[config.mk]
export PLATFORM = sky130hd
export DESIGN_NAME = sub_iter
export DESIGN_NICKNAME = d
export VERILOG_FILES = /design/src/rtl/sub_iter.sv
export SDC_FILE = /design/constraint.sdc
export NUM_CORES = 1
export LEC_CHECK = 0
export CAP_MARGIN = 20
export CORE_MARGIN = 2
export CORE_UTILIZATION = 40
export CTS_CLUSTER_DIAMETER = 150
export DETAILED_ROUTE_END_ITERATION = 16
export GPL_TIMING_DRIVEN = 0
export PLACE_DENSITY = 0.76
export SYNTH_ARGS = -nofsm -noshare
export SYNTH_HDL_FRONTEND = slang
export SYNTH_SLANG_ARGS = --single-unit
[constraint.sdc]
create_clock -name clk -period 4 [get_ports clk]
set_clock_uncertainty 0.1 [all_clocks]
set_input_delay 0.8 -clock clk [delete_from_list [all_inputs] [get_ports clk]]
set_output_delay 0.8 -clock clk [all_outputs]
set_load 0.01 [all_outputs]
[src/rtl/sub_iter.sv]
// Iterative signed/unsigned subtractor: computes A - B one SLICE-bit slice per cycle,
// LSB first, and publishes the difference plus borrow/overflow/zero flags on completion.
module sub_iter #(
    parameter int unsigned N     = 5,
    parameter int unsigned SLICE = 1
) (
    input  logic         clk,
    input  logic         rst,
    input  logic         start,
    input  logic [N-1:0] A,
    input  logic [N-1:0] B,
    output logic         busy,
    output logic         done,
    output logic [N-1:0] out,
    output logic         borrow,
    output logic         ovf,
    output logic         zero
);

    localparam int unsigned STEPS = N / SLICE;
    localparam int unsigned CW    = (STEPS > 1) ? $clog2(STEPS) : 1;
    localparam int unsigned SW    = SLICE + 1;

    typedef enum logic [1:0] {
        IDLE = 2'd0,
        RUN  = 2'd1,
        DONE = 2'd2
    } state_t;

    state_t         state;
    state_t         state_next;
    logic           load;
    logic [N-1:0]   a_sh;
    logic [N-1:0]   b_sh;
    logic [N-1:0]   res_sh;
    logic [N-1:0]   res_next;
    logic           a_msb;
    logic           b_msb;
    logic           bin;
    logic [CW-1:0]  cnt;
    logic           last;
    logic [SW-1:0]  sdiff;

    // State register; busy/done are registered copies of the next state
    always_ff @(posedge clk) begin
        if (rst) begin
            state <= IDLE;
            busy  <= 1'b0;
            done  <= 1'b0;
        end else begin
            state <= state_next;
            busy  <= (state_next == RUN);
            done  <= (state_next == DONE);
        end
    end

    // Next-state logic; a new operation may be accepted from IDLE or DONE only
    always_comb begin
        state_next = state;
        load       = 1'b0;
        case (state)
            IDLE: begin
                if (start) begin
                    load       = 1'b1;
                    state_next = RUN;
                end
            end
            RUN: begin
                if (last) begin
                    state_next = DONE;
                end
            end
            DONE: begin
                if (start) begin
                    load       = 1'b1;
                    state_next = RUN;
                end else begin
                    state_next = IDLE;
                end
            end
            default: state_next = IDLE;
        endcase
    end

    // Current slice difference (MSB is the slice borrow-out) and the partial result after it
    always_comb begin
        sdiff    = {1'b0, a_sh[SLICE-1:0]} - {1'b0, b_sh[SLICE-1:0]} - SW'(bin);
        res_next = (res_sh >> SLICE) | (N'(sdiff[SLICE-1:0]) << (N - SLICE));
        last     = (state == RUN) && (cnt == CW'(STEPS - 1));
    end

    // Operand shifters, borrow chain, partial result and published result registers
    always_ff @(posedge clk) begin
        if (rst) begin
            a_sh   <= '0;
            b_sh   <= '0;
            res_sh <= '0;
            a_msb  <= 1'b0;
            b_msb  <= 1'b0;
            bin    <= 1'b0;
            cnt    <= '0;
            out    <= '0;
            borrow <= 1'b0;
            ovf    <= 1'b0;
            zero   <= 1'b0;
        end else if (load) begin
            a_sh   <= A;
            b_sh   <= B;
            res_sh <= '0;
            a_msb  <= A[N-1];
            b_msb  <= B[N-1];
            bin    <= 1'b0;
            cnt    <= '0;
        end else if (state == RUN) begin
            a_sh   <= a_sh >> SLICE;
            b_sh   <= b_sh >> SLICE;
            res_sh <= res_next;
            bin    <= sdiff[SLICE];
            cnt    <= cnt + CW'(1);
            if (last) begin
                out    <= res_next;
                borrow <= sdiff[SLICE];
                ovf    <= (a_msb != b_msb) && (res_next[N-1] != a_msb);
                zero   <= (res_next == '0);
            end
        end
    end

endmodule

Yosys cells after proc, flatten, opt, wreduce, memory -nomap -nowiden --
Index checks and enable logic that the tools add are counted.
Storage, ports and cells: register bits after elaboration 33, bits of input ports 13, output and inout port bits 10, logic and storage cells 44
Cells by class: add/sub/neg operators 3, equality and inequality tests 7, multiplexer cells 10, bitwise operators 2, reduce and logical (&&, ||, !) cells 8
Operators by type and width (count):
- $mux 5 | 4
- $pmux 2 s3 | 1
- $logic_not 5->1 | 1
- $or 4x5->5 | 1
- $eq 2x1->1 const B | 2
- $eq 2x2->1 const B | 2
- $mux 2 | 2
- $reduce_or 2->1 | 2
- $add 3x1->3 const B | 1
- $eq 3x3->1 const B | 1
- $mux 1 | 3
- $reduce_and 3->1 | 1
- $logic_and 1x1->1 | 2
- $logic_not 2->1 | 1
- $ne 1x1->1 | 2
- $reduce_bool 2->1 | 1
- $sub 1x1->2 | 1
- $sub 2x1->2 | 1
- $not 1->1 | 1

Logic depth before layout (Yosys ltp) --
Gate-level depths: netlist of the first run.
depth in word-level cells 5, depth in mapped cells 6, gate-level depth less buffers 5

Least setup slack after synthesis of the first run --
No wires, ideal clock.
kind register -> register, from reg b_sh[0], to reg ovf, library setup time 0.091 ns, data arrival time 1.537 ns, required time 3.809 ns, path slack 2.272 ns, cell stages (with the launch flop) 5, buffers on the path 0, period minus slack after synthesis 1.728 ns, cell sequence dfxtp_1 > inv_1 > fa_1 > or3b_2 > a311oi_1
On the way: longest elaborated chain between the ends 5
Ends and longest elaborated chain:
- start, declared | RTL line 34 | logic [N-1:0] b_sh;
- start signal, assigned | RTL line 116 | b_sh <= b_sh >> SLICE;
- $sub 1x1->2 | RTL line 87 | sdiff = {1'b0, a_sh[SLICE-1:0]} - {1'b0, b_sh[SLICE-1:0]} - SW'(bin);
- $sub 2x1->2 | RTL line 87
- $or 4x5->5 | RTL line 88 | res_next = (res_sh >> SLICE) | (N'(sdiff[SLICE-1:0]) << (N - SLICE));
- named net res_next[4] | RTL line 36 | logic [N-1:0] res_next;
- $ne 1x1->1 | RTL line 123 | ovf <= (a_msb != b_msb) && (res_next[N-1] != a_msb);
- $logic_and 1x1->1 | RTL line 123
- end signal, assigned | RTL line 123
- end, declared | RTL line 16 | output logic ovf,
The timed path passes the listed nets, and every way through them passes these cells. A chain may end at the register's enable or synchronous reset.

Worst setup path in the final report of the first run --
from reg ovf, to out ovf
No word-level cell between the ends.

==> flow_metrics.env, run 1 <==
export IMPL_startpoint="ovf"
export IMPL_path_class="reg -> out"
export IMPL_grt_first_pass_wirelength_um=4278
export IMPL_overflow=0
export IMPL_layout_drive_gt1_share_pct=8.989
export IMPL_vdd_drop_max_mv=0.2283
export IMPL_leakage_uw=0.0005557
export IMPL_clk_pin_slew_ns=0.08
export IMPL_num_rows=20
export IMPL_postCtsHoldBufs=0
export IMPL_end_kind="output pin"
export IMPL_syn_inst=149
export IMPL_vias=1092
export IMPL_crit_buf_inv=1
export IMPL_reg2reg_from="b_sh[0]"
export IMPL_synth_area_um2=1279
export IMPL_cts_sinks=32
export IMPL_yosysSeqAreaShare_pct=50.10
export IMPL_die_w_um=60.54
export IMPL_cap_violations=0
export IMPL_cts_resized=0
export IMPL_syn_num_nets=165
export IMPL_relSlewSlack_pct=66.14
export IMPL_grt_start_max_net_pins=11
export IMPL_slowest_delay_ns=0.53
export IMPL_max_freq_ghz=0.4791
export IMPL_syn_avg_cell_area_um2=8.582
export IMPL_hpwlAfterDp_um=1874
export IMPL_core_area_um2=3053
export IMPL_start_kind="flop"
export IMPL_diodes=0
export IMPL_antenna_found_initial=0
export IMPL_clk_latency_ns=0.32
export IMPL_worst_slew_pin_transition_ns=0.5078
export IMPL_post_cts_buffers=0
export IMPL_post_route_util_pct=52.50
export IMPL_grt_busiest_layer="met2"
export IMPL_ys_warn_count=0
export IMPL_ys_seq_elements=32
export IMPL_reg2reg_depth=4
export IMPL_grt_usage_pct=15.82
export IMPL_htreeDepth=2
export IMPL_hp_class="reg -> reg"
export IMPL_fin_crit_ns=2.087
export IMPL_report_final_hold_viol_count=0
export IMPL_use_met3_pct=4.478
export IMPL_maxSlewViolCount=0
export IMPL_gr_usage_met2_pct=27.02
export IMPL_cp_cell_sequence="clkdlybuf4s50_1"
export IMPL_drt_pass1_iterations=4
export IMPL_start_util_pct=41.89
export IMPL_fin_nets=193
export IMPL_hold_path_end="zero"
export IMPL_viasPerCell=4.919
export IMPL_pwr_density_cell_nw_per_um2=378.0
export IMPL_rsz0062_at_grt="false"
export IMPL_final_common_cell="nand2_1"
export IMPL_drc=0
export IMPL_place_ws_ns=1.832
export IMPL_port_buffers=21
export IMPL_cp_required_ns=3.10
export IMPL_setup_viol=0
export IMPL_run_status="finished, final reports clean"
export IMPL_wirelength_um=2564
export IMPL_cts_tree="built"
export IMPL_pin_count=23
export IMPL_worstPathArrival_ns=1.19
export IMPL_cp_top_family="buffers and inverters"
export IMPL_cts_buffers=5
export IMPL_finalPower_uw=605.8
export IMPL_setup_slack_ns=1.913
export IMPL_cp_slowest_cell="clkdlybuf4s50_1"
export IMPL_clock_path_buffers=2
export IMPL_rrSetupSlack_ns=2.14
export IMPL_first_global_vias=996
export IMPL_hold_ws_ns=0.3564
export IMPL_syn2layout_area_growth_pct=25.34
export IMPL_ant_nets=0
export IMPL_min_path_cells=2
export IMPL_drt_iter0_markers=30
export IMPL_mostFrequentLayoutCells="nand2_1, dfxtp_1, clkdlybuf4s50_1"
export IMPL_synthDistinctLibCells=27
export IMPL_die_h_um=60.54
export IMPL_root_buffer="clkbuf_4"
export IMPL_fin_crit_sh_pct=52.18
export IMPL_gr_usage_met1_pct=19.15
export IMPL_tns_ns=0
export IMPL_r2r_end="ovf"
export IMPL_path_max_fanout=2
export IMPL_dieArea_um2=3665
export IMPL_finalWeightedCongestion=0.8158
export IMPL_hold_start="zero"
export IMPL_wl_per_cell_um=11.55
-- synthesized netlist by cell type (all sizes together) --
| library cell | instances | area share (%) |
|---|---|---|
| xor2 | 1 | 0.69 |
| nand2b | 3 | 1.5 |
| xnor2 | 1 | 0.69 |
| ha | 2 | 2.0 |
| fa | 1 | 1.6 |
| or3b | 1 | 0.69 |
| nor2 | 14 | 4.1 |
| nand2 | 34 | 10 |
| buf | 7 | 4.3 |
| a21oi | 17 | 6.7 |
| inv | 4 | 1.2 |
| a311oi | 5 | 3.9 |
| clkbuf | 4 | 1.2 |
| nand3 | 4 | 1.6 |
| o22ai | 3 | 1.5 |
| nor3 | 7 | 2.7 |
| a22oi | 1 | 0.59 |
| and4b | 1 | 0.78 |
| nand3b | 2 | 1.2 |
| a211oi | 2 | 1.6 |
| nand4b | 1 | 0.69 |
| nor2b | 2 | 0.98 |
| dfxtp | 32 | 50 |
-- power breakdown --
group | total, uW | switching [uW] | internal, uW
combinational | 78.8 | 41.8 | 37.1
sequential | 341 | 8.72 | 332
clock | 186 | 99.4 | 86.7
total | 606 | 150 | 456
-- how the worst max path moves through the flow --
stage	end	slack [ns]	depth (start not counted)
3_3_place_gp	a_sh[0]	1.86	5
3_5_place_dp	a_sh[0]	1.83	5
2_1_floorplan	ovf	2.27	4
4_1_cts	ovf	1.89	1
5_1_grt	out[1]	1.84	1
6_report	ovf	1.91	1
-- metrics by stage --
stage,cells,area [um2]
after detailed placement,214,1544
after floorplan,149,1279
final,222,1603
after global routing,222,1603
after global placement,214,1544
after CTS,222,1603
-- worst min-delay path, stage by stage (launching register included) --
cell	delay, ns
dfxtp_1	0.32
nand2_1	0.05
a21oi_1	0.05
-- layout make-up --
type / instances / area [um2]
Buffer: 11 / 70.07
Sequential cell: 32 / 640.6
Tap cell: 44 / 55.05
Inverter: 4 / 15.01
Multi-Input combinational cell: 102 / 553.0
Timing Repair Buffer: 21 / 210.2
Fill cell: 300 / 1450
Clock buffer: 8 / 58.81
-- kinds of logic after synthesis --
kind of cell | count (synthesis) | synth area share (%)
AO/OA/AOI/OAI | 28 | 14.19
XOR/XNOR | 2 | 1.370
adder cells (fa/ha/maj) | 3 | 3.522
buffers and inverters | 15 | 6.653
flip-flops | 32 | 50.10
AND/OR/NAND/NOR | 69 | 24.17
-- state kept, by name (all words and copies together) (netlist names), 2 cells and up --
name    count
out         5
state       2
cnt         3
b_sh        5
res_sh      4
a_sh        5
-- per-layer routing --
layer  share of wire, %  wire length (um)  vias to the layer above
met5                  0                 0                        -
met4                1.2                31                        0
met3                7.1               182                        5
met2                 48              1218                       36
met1                 44              1131                      492
li1                   -                 -                      559
No activity file was read; power rests on OpenSTA's default activity.
==> inputs of run 2 (changes only) <==
--- a/config.mk
+++ b/config.mk
@@ -11,7 +11,7 @@
 export CTS_CLUSTER_DIAMETER = 150
 export DETAILED_ROUTE_END_ITERATION = 16
 export GPL_TIMING_DRIVEN = 0
-export PLACE_DENSITY = 0.76
+export PLACE_DENSITY = 0.78
 export SYNTH_ARGS = -nofsm -noshare
 export SYNTH_HDL_FRONTEND = slang
 export SYNTH_SLANG_ARGS = --single-unit
==> constraint.sdc (replaced) <==
create_clock -name clk -period 1.9 [get_ports clk]
set_clock_uncertainty 0.1 [all_clocks]
set_input_delay 0.38 -clock clk [delete_from_list [all_inputs] [get_ports clk]]
set_output_delay 0.38 -clock clk [all_outputs]
set_load 0.01 [all_outputs]
==> run 2 against run 1 <==
Effect of this change:
- setup slack got worse by 1.8 ns
- global-route usage rose by 0.053 points
- clock-buffer cell count fell by 1
- sequential power rose by 110%
- sequential share of layout area fell by 0.94 points
- non-clock buffer count did not move
- die area did not move
- total power rose by 140%
- worst hold slack got worse by 0.057 ns
- register-to-register slack got worse by 2.0 ns
- combinational power rose by 110%
- critical path type is now reg -> reg
- critical endpoint is now ovf
==> flow_metrics.env, run 2 (same netlist as run 1, synthesis figures left out) <==
export IMPL_run_status="finished, final reports clean"
export IMPL_grt_usage_pct=15.87
export IMPL_layout_drive_gt1_share_pct=10.67
export IMPL_start_kind="flop"
export IMPL_diodes=0
export IMPL_gr_usage_met2_pct=26.86
export IMPL_wirelength_um=2580
export IMPL_hold_ws_ns=0.2997
export IMPL_internal_power_uw=1128
export IMPL_final_common_cell="nand2_1"
export IMPL_seq_power_share_pct=49.1
export IMPL_cap_violations=0
export IMPL_ant_nets=0
export IMPL_final_instance_count_excl_fill=222
export IMPL_syn2layout_area_growth_pct=28.38
export IMPL_vdd_drop_max_mv=0.3647
export IMPL_grt_first_pass_wirelength_um=4229
export IMPL_path_max_fanout=5
export IMPL_cts_buffers=5
export IMPL_gr_usage_met1_pct=18.63
export IMPL_mostFrequentLayoutCells="nand2_1, dfxtp_1, clkdlybuf4s50_1"
export IMPL_drc=0
export IMPL_finalPower_uw=1463
export IMPL_post_cts_buffers=0
export IMPL_pin_count=23
export IMPL_multi_input_area_um2=555.5
export IMPL_seq_area_um2=640.6
export IMPL_wl_per_cell_um=11.62
export IMPL_relSlewSlack_pct=66.19
export IMPL_maxSlewViolCount=0
export IMPL_viasPerCell=4.829
export IMPL_first_global_vias=971
export IMPL_hp_class="in -> reg"
export IMPL_setup_viol=0
export IMPL_switching_share_pct=22.87
export IMPL_vias=1072
export IMPL_fin_crit_ns=1.779
export IMPL_worstPathArrival_ns=1.93
export IMPL_leakage_uw=0.0005739
export IMPL_num_rows=20
export IMPL_rsz0062_at_grt="false"
export IMPL_finalWeightedCongestion=0.8504
export IMPL_combPwrFrac_pct=11.4
export IMPL_rrSetupSlack_ns=0.12
export IMPL_dieArea_um2=3665
export IMPL_clkPwrFrac_pct=39.5
export IMPL_clk_pin_slew_ns=0.10
export IMPL_tns_ns=0
export IMPL_report_final_hold_viol_count=0
export IMPL_grt_busiest_layer="met2"
export IMPL_clock_path_buffers=2
export IMPL_end_kind="flop"
export IMPL_max_freq_ghz=0.5621
export IMPL_die_w_um=60.54
export IMPL_drt_iter0_markers=16
export IMPL_path_class="reg -> reg"
export IMPL_place_inst=214
export IMPL_cts_tree="built"
export IMPL_postCtsHoldBufs=0
export IMPL_antenna_found_initial=0
export IMPL_clk_latency_ns=0.33
export IMPL_pwr_density_cell_nw_per_um2=891.2
export IMPL_p_switching_uw=334.6
export IMPL_cts_sinks=32
export IMPL_overflow=0
export IMPL_htreeDepth=2
export IMPL_use_met3_pct=5.757
export IMPL_cp_required_ns=2.05
export IMPL_start_util_pct=41.89
export IMPL_root_buffer="clkbuf_4"
export IMPL_fin_crit_sh_pct=93.64
export IMPL_fin_nets=193
export IMPL_core_area_um2=3053
export IMPL_worst_slew_pin_transition_ns=0.5072
export IMPL_reg_top3="a_sh x5, b_sh x5, out x5"
export IMPL_hpwlAfterDp_um=1903
export IMPL_drt_pass1_iterations=4
export IMPL_grt_start_max_net_pins=11
export IMPL_fillCellCount=317
export IMPL_port_buffers=21
export IMPL_die_h_um=60.54
-- run 2: changes by cell type in the layout (fill, tap and decap cells not counted) --
cell / delta
fa_1: -1
bufinv_16: +1
clkbuf_1: -2
fa_2: +1
clkbuf_8: +1
-- run 2: power by group through the flow --
stage / Clock (uW) / Sequential, uW / Combinational [uW]
2_1_floorplan: 0 / 730 / 111
3_3_place_gp: 0 / 732 / 160
3_5_place_dp: 0 / 734 / 165
4_1_cts: 590 / 718 / 166
5_1_grt: 617 / 723 / 185
6_report: 577 / 719 / 167
-- run 2: final cells by class --
class / count / area share (%)
inverter: 4 / 0.9146
multi-input combinational: 102 / 33.84
clock inverter: 1 / 1.829
timing repair buffer: 21 / 12.80
buffer: 11 / 4.268
tap: 44 / 3.354
clock buffer: 7 / 3.963
sequential: 32 / 39.02
-- run 2: repair_timing --
action	CTS	global route
setup endpoints to repair	0	1
resized for setup	0	1
endpoints found under the hold margin	0	0
-- run 2: critical path: stages, from the launching register on --
cell      delay (ns)
dfxtp_1         0.34
inv_1           0.06
fa_2            0.49
or3b_2          0.45
a311oi_1        0.26
-- run 2: routing by layer --
layer | up-vias | part of all wire, %
met1 | 485 | 45
met3 | 4 | 5.3
li1 | 557 | -
met4 | 0 | 1.2
met5 | - | 0
met2 | 26 | 48
-- run 2: per-stage QoR --
step                      utilization, %  area [um2]  setup WS [ns]
after floorplan                        -        1279         0.1717
after global placement             50.57        1544        0.08831
after detailed placement           50.57        1544        0.05432
after CTS                          53.69        1639        0.03662
after global routing               53.77        1642        0.02874
final                              53.77        1642         0.1209
-- run 2: path summary, 6_finish.rpt --
path / startpoint / to / depth (start not counted)
worst max register to register: b_sh[0] / ovf / 4
worst min register to register: out[0] / out[0] / 2
worst max-delay path: b_sh[0] / ovf / 4
worst min-delay path: rst / a_sh[3] / 2
==> inputs of run 3 (changes only) <==
==> constraint.sdc (replaced) <==
create_clock -name clk -period 1.9 [get_ports clk]
set_clock_uncertainty 0.1 [all_clocks]
set_input_delay 0.285 -clock clk [delete_from_list [all_inputs] [get_ports clk]]
set_output_delay 0.285 -clock clk [all_outputs]
set_load 0.01 [all_outputs]
==> results of run 3 <==
The final DEF is identical to that of run 2. Status: finished, final reports clean.
Among the figures that moved: hold slack 0.2997 ns -> 0.2047 ns
